File: src/rtl/key_sched_pkg.sv
// Shared AES constants, FSM state type and GF(2^8) helpers for the key schedule
// and the byte S-box used by both the key schedule and the data path.
package key_sched_pkg;

    localparam int         AES_NR    = 10;
    localparam logic [7:0] RCON_INIT = 8'h01;
    localparam logic [7:0] RCON_POLY = 8'h1b;

    typedef enum logic [0:0] {
        ST_IDLE = 1'b0,
        ST_RUN  = 1'b1
    } ks_state_e;

    function automatic logic [7:0] xtime(input logic [7:0] b);
        return {b[6:0], 1'b0} ^ (b[7] ? RCON_POLY : 8'h00);
    endfunction

    function automatic logic [7:0] gf_mul(input logic [7:0] a, input logic [7:0] b);
        logic [7:0] p;
        logic [7:0] x;
        p = 8'h00;
        x = a;
        for (int i = 32'sd0; i < 32'sd8; i++) begin
            p = p ^ (b[i] ? x : 8'h00);
            x = xtime(x);
        end
        return p;
    endfunction

    // S-box = affine(b^254); b^254 is the field inverse and maps 0 to 0
    function automatic logic [7:0] sbox_calc(input logic [7:0] b);
        logic [7:0] inv;
        logic [7:0] sq;
        inv = 8'h01;
        sq  = gf_mul(b, b);
        for (int i = 32'sd1; i < 32'sd8; i++) begin
            inv = gf_mul(inv, sq);
            sq  = gf_mul(sq, sq);
        end
        return inv ^ {inv[6:0], inv[7]} ^ {inv[5:0], inv[7:6]}
                   ^ {inv[4:0], inv[7:5]} ^ {inv[3:0], inv[7:4]} ^ 8'h63;
    endfunction

endpackage

File: src/rtl/key_sched_sbox.sv
// Combinational AES byte S-box; four of these form SubWord in the key schedule.
module key_sched_sbox
    import key_sched_pkg::*;
(
    input  logic [7:0] din,
    output logic [7:0] dout
);

    assign dout = sbox_calc(din);

endmodule

File: src/rtl/key_sched.sv
// AES-128 key schedule: expands key_in into round keys 0..NUM_ROUNDS, one per
// cycle, each tagged with its round address; hold freezes the schedule.
module key_sched
    import key_sched_pkg::*;
#(
    parameter int NUM_ROUNDS = AES_NR,
    parameter int ADDR_W     = 4
) (
    input  logic              clk,
    input  logic              rst,
    input  logic              start,
    input  logic [127:0]      key_in,
    input  logic              hold,
    output logic              busy,
    output logic              rkey_valid,
    output logic [127:0]      rkey,
    output logic [ADDR_W-1:0] addr,
    output logic              done
);

    localparam logic [ADDR_W-1:0] LAST_ADDR = ADDR_W'(NUM_ROUNDS);
    localparam logic [ADDR_W-1:0] ADDR_ONE  = {{(ADDR_W-1){1'b0}}, 1'b1};
    localparam logic [ADDR_W-1:0] ADDR_ZERO = {ADDR_W{1'b0}};

    ks_state_e         state_r, state_s;
    logic [127:0]      rkey_r, rkey_s, next_key_s;
    logic [ADDR_W-1:0] addr_r, addr_s;
    logic [7:0]        rcon_r, rcon_s;
    logic              busy_r, busy_s;
    logic              valid_r, valid_s;
    logic              done_r, done_s;
    logic [31:0]       rot_s, sub_s, t_s;
    logic [31:0]       w0_s, w1_s, w2_s, w3_s;

    // RotWord of the last word feeds SubWord
    assign rot_s = {rkey_r[23:0], rkey_r[31:24]};

    for (genvar g = 0; g < 4; g++) begin : g_sbox
        key_sched_sbox u_sbox (
            .din  (rot_s[8*g +: 8]),
            .dout (sub_s[8*g +: 8])
        );
    end

    assign t_s        = sub_s ^ {rcon_r, 24'h000000};
    assign w0_s       = rkey_r[127:96] ^ t_s;
    assign w1_s       = rkey_r[95:64]  ^ w0_s;
    assign w2_s       = rkey_r[63:32]  ^ w1_s;
    assign w3_s       = rkey_r[31:0]   ^ w2_s;
    assign next_key_s = {w0_s, w1_s, w2_s, w3_s};

    // Next-state and next-output logic; hold leaves every register untouched
    always_comb begin
        state_s = state_r;
        rkey_s  = rkey_r;
        addr_s  = addr_r;
        rcon_s  = rcon_r;
        busy_s  = busy_r;
        valid_s = valid_r;
        done_s  = done_r;
        case (state_r)
            ST_IDLE: begin
                if (start) begin
                    state_s = ST_RUN;
                    rkey_s  = key_in;
                    addr_s  = ADDR_ZERO;
                    rcon_s  = RCON_INIT;
                    busy_s  = 1'b1;
                    valid_s = 1'b1;
                    done_s  = 1'b0;
                end else begin
                    state_s = ST_IDLE;
                end
            end
            ST_RUN: begin
                if (hold) begin
                    state_s = ST_RUN;
                end else if (addr_r == LAST_ADDR) begin
                    state_s = ST_IDLE;
                    busy_s  = 1'b0;
                    valid_s = 1'b0;
                    done_s  = 1'b0;
                end else begin
                    rkey_s  = next_key_s;
                    addr_s  = addr_r + ADDR_ONE;
                    rcon_s  = xtime(rcon_r);
                    done_s  = (addr_r == (LAST_ADDR - ADDR_ONE));
                end
            end
            default: begin
                state_s = ST_IDLE;
                busy_s  = 1'b0;
                valid_s = 1'b0;
                done_s  = 1'b0;
            end
        endcase
    end

    // State, schedule and output registers
    always_ff @(posedge clk) begin
        if (rst) begin
            state_r <= ST_IDLE;
            rkey_r  <= 128'h0;
            addr_r  <= ADDR_ZERO;
            rcon_r  <= RCON_INIT;
            busy_r  <= 1'b0;
            valid_r <= 1'b0;
            done_r  <= 1'b0;
        end else begin
            state_r <= state_s;
            rkey_r  <= rkey_s;
            addr_r  <= addr_s;
            rcon_r  <= rcon_s;
            busy_r  <= busy_s;
            valid_r <= valid_s;
            done_r  <= done_s;
        end
    end

    assign busy       = busy_r;
    assign rkey_valid = valid_r;
    assign rkey       = rkey_r;
    assign addr       = addr_r;
    assign done       = done_r;

endmodule
File: config.mk
export PLATFORM = sky130hd
export DESIGN_NAME = key_sched
export DESIGN_NICKNAME = d
export VERILOG_FILES = /design/src/rtl/key_sched_pkg.sv /design/src/rtl/key_sched_sbox.sv /design/src/rtl/key_sched.sv
export SDC_FILE = /design/constraint.sdc
export NUM_CORES = 2
export LEC_CHECK = 0
export CORE_UTILIZATION = 60
export CTS_CLUSTER_DIAMETER = 40
export DETAILED_ROUTE_END_ITERATION = 7
export PLACE_DENSITY = 0.78
export RECOVER_POWER = 25
export REMOVE_ABC_BUFFERS = 1
export SKIP_CTS_REPAIR_TIMING = 1
export SLEW_MARGIN = 20
export SYNTH_ARGS = -nofsm -noshare
export SYNTH_HDL_FRONTEND = slang
export SYNTH_SLANG_ARGS = --single-unit
File: constraint.sdc
create_clock -name clk -period 27 [get_ports clk]
set_clock_uncertainty 0.1 [all_clocks]
set_input_delay 6.75 -clock clk [delete_from_list [all_inputs] [get_ports clk]]
set_output_delay 6.75 -clock clk [all_outputs]
set_load 0.01 [all_outputs]
# Word level (Yosys, flattened, before mapping)
# Index checks and enable logic that the tools add are counted.
[word_totals]
word_cells = 1636
input_bits = 132
output_inout_bits = 135
reg_bits = 143
[classes]
n_reduce_logical = 3
addsub = 1
eq_ne = 6
bitwise = 783
n_mux = 837
[ops]
columns = ["op", "count"]
rows = [
  ["8-bit bitwise XOR", 772],
  ["8-bit two-way mux", 423],
  ["5-bit two-way mux", 369],
  ["128-bit two-way mux", 3],
  ["128-bit case mux with 2 select lines", 1],
  ["32-bit bitwise XOR", 5],
  ["4-bit two-way mux", 7],
  ["7-bit two-way mux", 4],
  ["6-bit two-way mux", 4],
  ["4-bit inverter", 4],
  ["8-bit case mux with 2 select lines", 1],
  ["1-bit two-way mux", 13],
  ["3-bit two-way mux", 4],
  ["4-bit equality test (second input constant)", 2],
  ["2-bit two-way mux", 4],
  ["4-bit case mux with 2 select lines", 1],
  ["8-bit by 5-bit bitwise XOR with 8-bit output", 1],
  ["2-bit inequality test (second input constant)", 3],
  ["1-bit case mux with 2 select lines", 3],
  ["3-bit AND reduction", 2],
  ["4-bit by 1-bit adder with 4-bit output (second input constant)", 1],
  ["2-bit by 1-bit inequality test with 1-bit output (second input constant)", 1],
  ["2-bit AND reduction", 1],
  ["1-bit inverter", 1],
]

# Depth between registers and ports, before layout
[logic_depth]
ltp_word = 133
depth_mapped = 98
ltp_nobuf = 81

# Hierarchy
# Synthesis repeated with hierarchy kept, for this count alone.
[unflattened]
hier_cells = 9646
hier_area_um2 = 77291.6
[modules_own_cells]
columns = ["module", "n_inst", "cells_per_inst", "area_per_inst_um2", "seq_area_each_um2"]
rows = [
  ["key_sched_sbox at g_sbox[1].u_sbox ...", 3, 2146, 17234.0, 0.0],
  ["key_sched_sbox at g_sbox[0].u_sbox", 1, 2122, 16802.4, 0.0],
  ["key_sched", 1, 1086, 8787.2, 2862.7],
]

# Least setup slack after synthesis
# No wires, ideal clock.
[synth_timing]
path_kind = "reg2reg"
startpoint = "register rkey_r[31] (netlist: rkey[31])"
endpoint = "register rkey_r[1] (netlist: rkey[1])"
n_path_buf = 17
setup_slack_ns = 6.765
arrival_time_ns = 20.000
required_time_ns = 26.766
setup_time_ns = 0.134
stages_incl_launch_ff = 94
path_cell_list = "dfxtp_1 -> buf_4 -> inv_1 -> ha_1 -> buf_4 -> inv_1 -> ha_1 -> xor2_1 -> and4b_1 -> nor3_1 -> xnor3_1 -> buf_2 -> inv_1 -> ha_1 -> clkbuf_1 -> inv_1 -> clkbuf_1 -> ha_1 -> [... 58 more ...] -> xnor2_1 -> nand2_1 -> xor2_1 -> xnor2_1 -> xnor2_1 -> xnor2_1 -> xnor2_1 -> clkbuf_1 -> nor2_1 -> xnor2_1 -> xnor2_1 -> xnor2_1 -> xor3_2 -> xnor3_2 -> xnor2_2 -> or3_1 -> a311oi_1 -> nor4_1"
[synth_via]
elab_chain_cells = 97
[synth_lines]
columns = ["item", "line_no", "text"]
rows = [
  ["from (decl)", "key_sched.sv:26", "logic [127:0] rkey_r, rkey_s, next_key_s;"],
  ["from (signal assigned)", "key_sched.sv:111", "rkey_r <= rkey_s;"],
  ["5-bit two-way mux", "key_sched_pkg.sv:15", "return {b[6:0], 1'b0} ^ (b[7] ? RCON_POLY : 8'h00);"],
  ["8-bit bitwise XOR (4 in a row)", "key_sched_pkg.sv:15", ""],
  ["5-bit two-way mux (tied with other cells)", "key_sched_pkg.sv:15", ""],
  ["8-bit bitwise XOR (tied with other cells) (3 in a row)", "key_sched_pkg.sv:15", ""],
  ["8-bit two-way mux / 8-bit bitwise XOR (equally long branches)", "key_sched_pkg.sv:24", "p = p ^ (b[i] ? x : 8'h00);"],
  ["8-bit bitwise XOR *", "key_sched_pkg.sv:24", ""],
  ["8-bit bitwise XOR", "key_sched_pkg.sv:15", ""],
  ["5-bit two-way mux / 8-bit bitwise XOR (equally long branches)", "key_sched_pkg.sv:15", ""],
  ["[... 76 more ...]", "--", ""],
  ["32-bit bitwise XOR *", "key_sched.sv:45", "assign t_s = sub_s ^ {rcon_r, 24'h000000};"],
  ["32-bit bitwise XOR *", "key_sched.sv:46", "assign w0_s = rkey_r[127:96] ^ t_s;"],
  ["32-bit bitwise XOR *", "key_sched.sv:47", "assign w1_s = rkey_r[95:64] ^ w0_s;"],
  ["32-bit bitwise XOR *", "key_sched.sv:48", "assign w2_s = rkey_r[63:32] ^ w1_s;"],
  ["32-bit bitwise XOR *", "key_sched.sv:49", "assign w3_s = rkey_r[31:0] ^ w2_s;"],
  ["128-bit two-way mux *", "key_sched.sv:78", "end else if (addr_r == LAST_ADDR) begin"],
  ["128-bit two-way mux *", "key_sched.sv:76", "if (hold) begin"],
  ["128-bit case mux with 2 select lines *", "key_sched.sv:61", "case (state_r)"],
]
# Every way passes the cells marked *; elsewhere a longest branch is shown, timed or not. The select of a mux whose other input is x is not followed.
# A chain may end at the register's enable or synchronous reset.

# Worst setup path after layout
[layout_timing]
startpoint = "register rkey_r[23] (netlist: rkey[23])"
endpoint = "register rkey_r[24] (netlist: rkey[24])"
# The elaborated chain is that of the path after synthesis.

==> impl_metrics.ini <==
[run_status]
outcome = finished with violations
violations = DRC, capacitance limit, slew limit

[floorplanning]
fp.dieW_um = 352
core-area_mm2 = 0.122
die-area_mm2 = 0.124
rows = 128
fp.dieH_um = 352
initial_utilization = 0.605
ios = 267

[logic_synthesis]
synth_cell_types = 122
yosysMostFrequentCell = xnor2_1
postSynth.asyncResetShare = 0
synth_largest_area_cell = xnor2_1
synth_edf_count = 0
ys.flop_type = dfxtp_1
synth_top_family_by_area = XOR/XNOR gates
synth-adder-area-share = 0.0467
yosysSeqAreaShare = 0.0388
synth_common_cells = 1743 x xnor2_1, 1368 x nor2_1, 980 x nand2_1
synth-simple-area-share = 0.190
synth_top_area_frac = 0.207
yosys-top-cells-area = xnor2_1 21%, xnor3_1 14%, xor2_1 7.1%
yosys_register_bits = 143
synth_xor_area_frac = 0.499
syn-cell-area_mm2 = 0.0737
muxShareOfSynthArea = 0.0330
syn_avg_cell_area_um2 = 7.82
syn_inst = 9427
synth_compound_area_frac = 0.140
yosys_warnings = 0

[timing]
tns_ns = 0
rsz0062_at_grt = no
timing.final.crit_share = 0.913
tightest_slew_ns = 4.26
finalSetupViolCount = 0
timing.hold.ws_ns = 0.384
slew_viol_final = 177
slew_headroom = -1.84
max_freq_mhz = 40.5
hold_viol = 0
fin_crit_ns = 24.66

[detailed_routing]
wirelength_um = 221000
dr.pass1.iters = 8
viasPerCell = 6.17
routed-via-count = 67240
drc = 20
ant_nets = 0
wire_per_inst_um = 20.3
drt_iter0_drc = 7317

[global_routing]
antenna_found_initial = 9
use_met3 = 0.0647
gr-total-overflow = 0
grtUsageTotal = 0.339
grt_max_degree = 83
use_met2 = 0.539
grt_use_met1 = 0.467
grt_pass1_vias = 63101
gr-max-usage-layer = met2
grt_pass1_wl_um = 348000

[setup_path]
critical_path.top_delay_family = XOR/XNOR gates
cp_max_fo = 20
rr_worst_depth = 79
startpoint_type = flop
max_stage_delay_ns = 0.88
cp.required_ns = 27.10
worstPathArrival_ns = 24.77
path_buf_inv = 17
rrSetupSlack_ns = 2.34
rr_startpoint = rkey[23]
cp-end-kind = flop
crit_slowest_cell = xnor2_1
worst-setup-path-type = reg -> reg
rr_endpoint = rkey[24]
cpMostUsedCell = xnor2_1

[cts]
clock-sinks = 143
clockRootBuffer = clkbuf_16
tritoncts = built
cts_inserted_buffers = 17
cts.clk_slew.worst_paths_ns = 0.07
clk_latency_ns = 0.50
htree_levels = 4
clk_path_buf_depth = 2

[job]
maxCapViolations = 3

[placement]
hpwl_um = 165000
port_buffers = 266
dp_cells = 10864
globalplace.congestion = 0.967

[hold_path]
worstHoldPathType = reg -> reg
whs_endpoint = rcon_r[5]
min_path_cells = 2
hold_start = rcon_r[4]

[cells_and_area]
drive_gt1_frac = 0.0669
area_growth_pct = 5.36
fin_nets = 9665
finalNonFillerCells = 10896
fin_util = 0.637
state kept, by name, summed over array words and instances (netlist names):
signal	cells
rkey_valid	1
rkey	128
done	1
addr	4
rcon_r	8
state_r	1
worst max path at each step:
stage | end | depth (start not counted) | startpoint
floorplan | rkey[1] | 77 | rkey[31]
global placement | rkey[29] | 79 | rkey[23]
detailed placement | rkey[29] | 79 | rkey[23]
CTS | rkey[29] | 79 | rkey[23]
global route | rkey[24] | 79 | rkey[23]
finish | rkey[24] | 79 | rkey[23]
cell type report:
cell class                      count  area (µm²)
Timing Repair Buffer              440        3950
Clock inverter                     13         114
Tap cell                         1625        2030
Inverter                          307        1160
Multi-Input combinational cell   8349       67100
Clock buffer                       18         429
Antenna cell                        1        2.50
Fill cell                       10615       44200
Sequential cell                   143        2870
logic make-up after synthesis:
kind of cell | Yosys count
adder cells (fa/ha/maj) | 275
AO/OA/AOI/OAI | 1540
buffers and inverters | 935
multiplexers | 237
flip-flops | 143
AND/OR/NAND/NOR | 3215
XOR/XNOR | 3082
stage by stage:
step                      setup WS [ns]  instance area [µm²]
after global placement             3.50                77100
after CTS                          2.96                77600
final                              2.34                77600
after floorplan                    4.42                70900
after detailed placement           2.98                77100
after global routing              0.784                77600
metal layers:
| layer | vias up | wire (µm) |
|---|---|---|
| li1 | 31572 | - |
| met1 | 31905 | 94000 |
| met2 | 3305 | 98800 |
| met3 | 448 | 21900 |
| met4 | 10 | 6520 |
| met5 | - | 62 |
cells in the final DEF (no fill, tap or decap), types with 115 or more instances in the layout:
cell	instances
xor2_1	588
xnor2_2	115
xnor2_1	1725
inv_1	225
mux2i_1	187
nor2_1	1367
buf_4	172
nand2_1	979
ha_1	275
dfxtp_1	142
nand3_1	172
o21ai_0	265
a21oi_1	385
clkdlybuf4s50_1	208
o22ai_1	116
nor3_1	201
xnor3_1	461
worst min-delay path: cells and delay by family, from the launching register on:
family,cells,cell delay (ns)
AOI/OAI and AO/OA,1,0.05
DFF,1,0.33
and+or+nand+nor,1,0.06
Power is not shown: default switching activity piles up to over one toggle a cycle in this logic, so the estimate is an artifact.
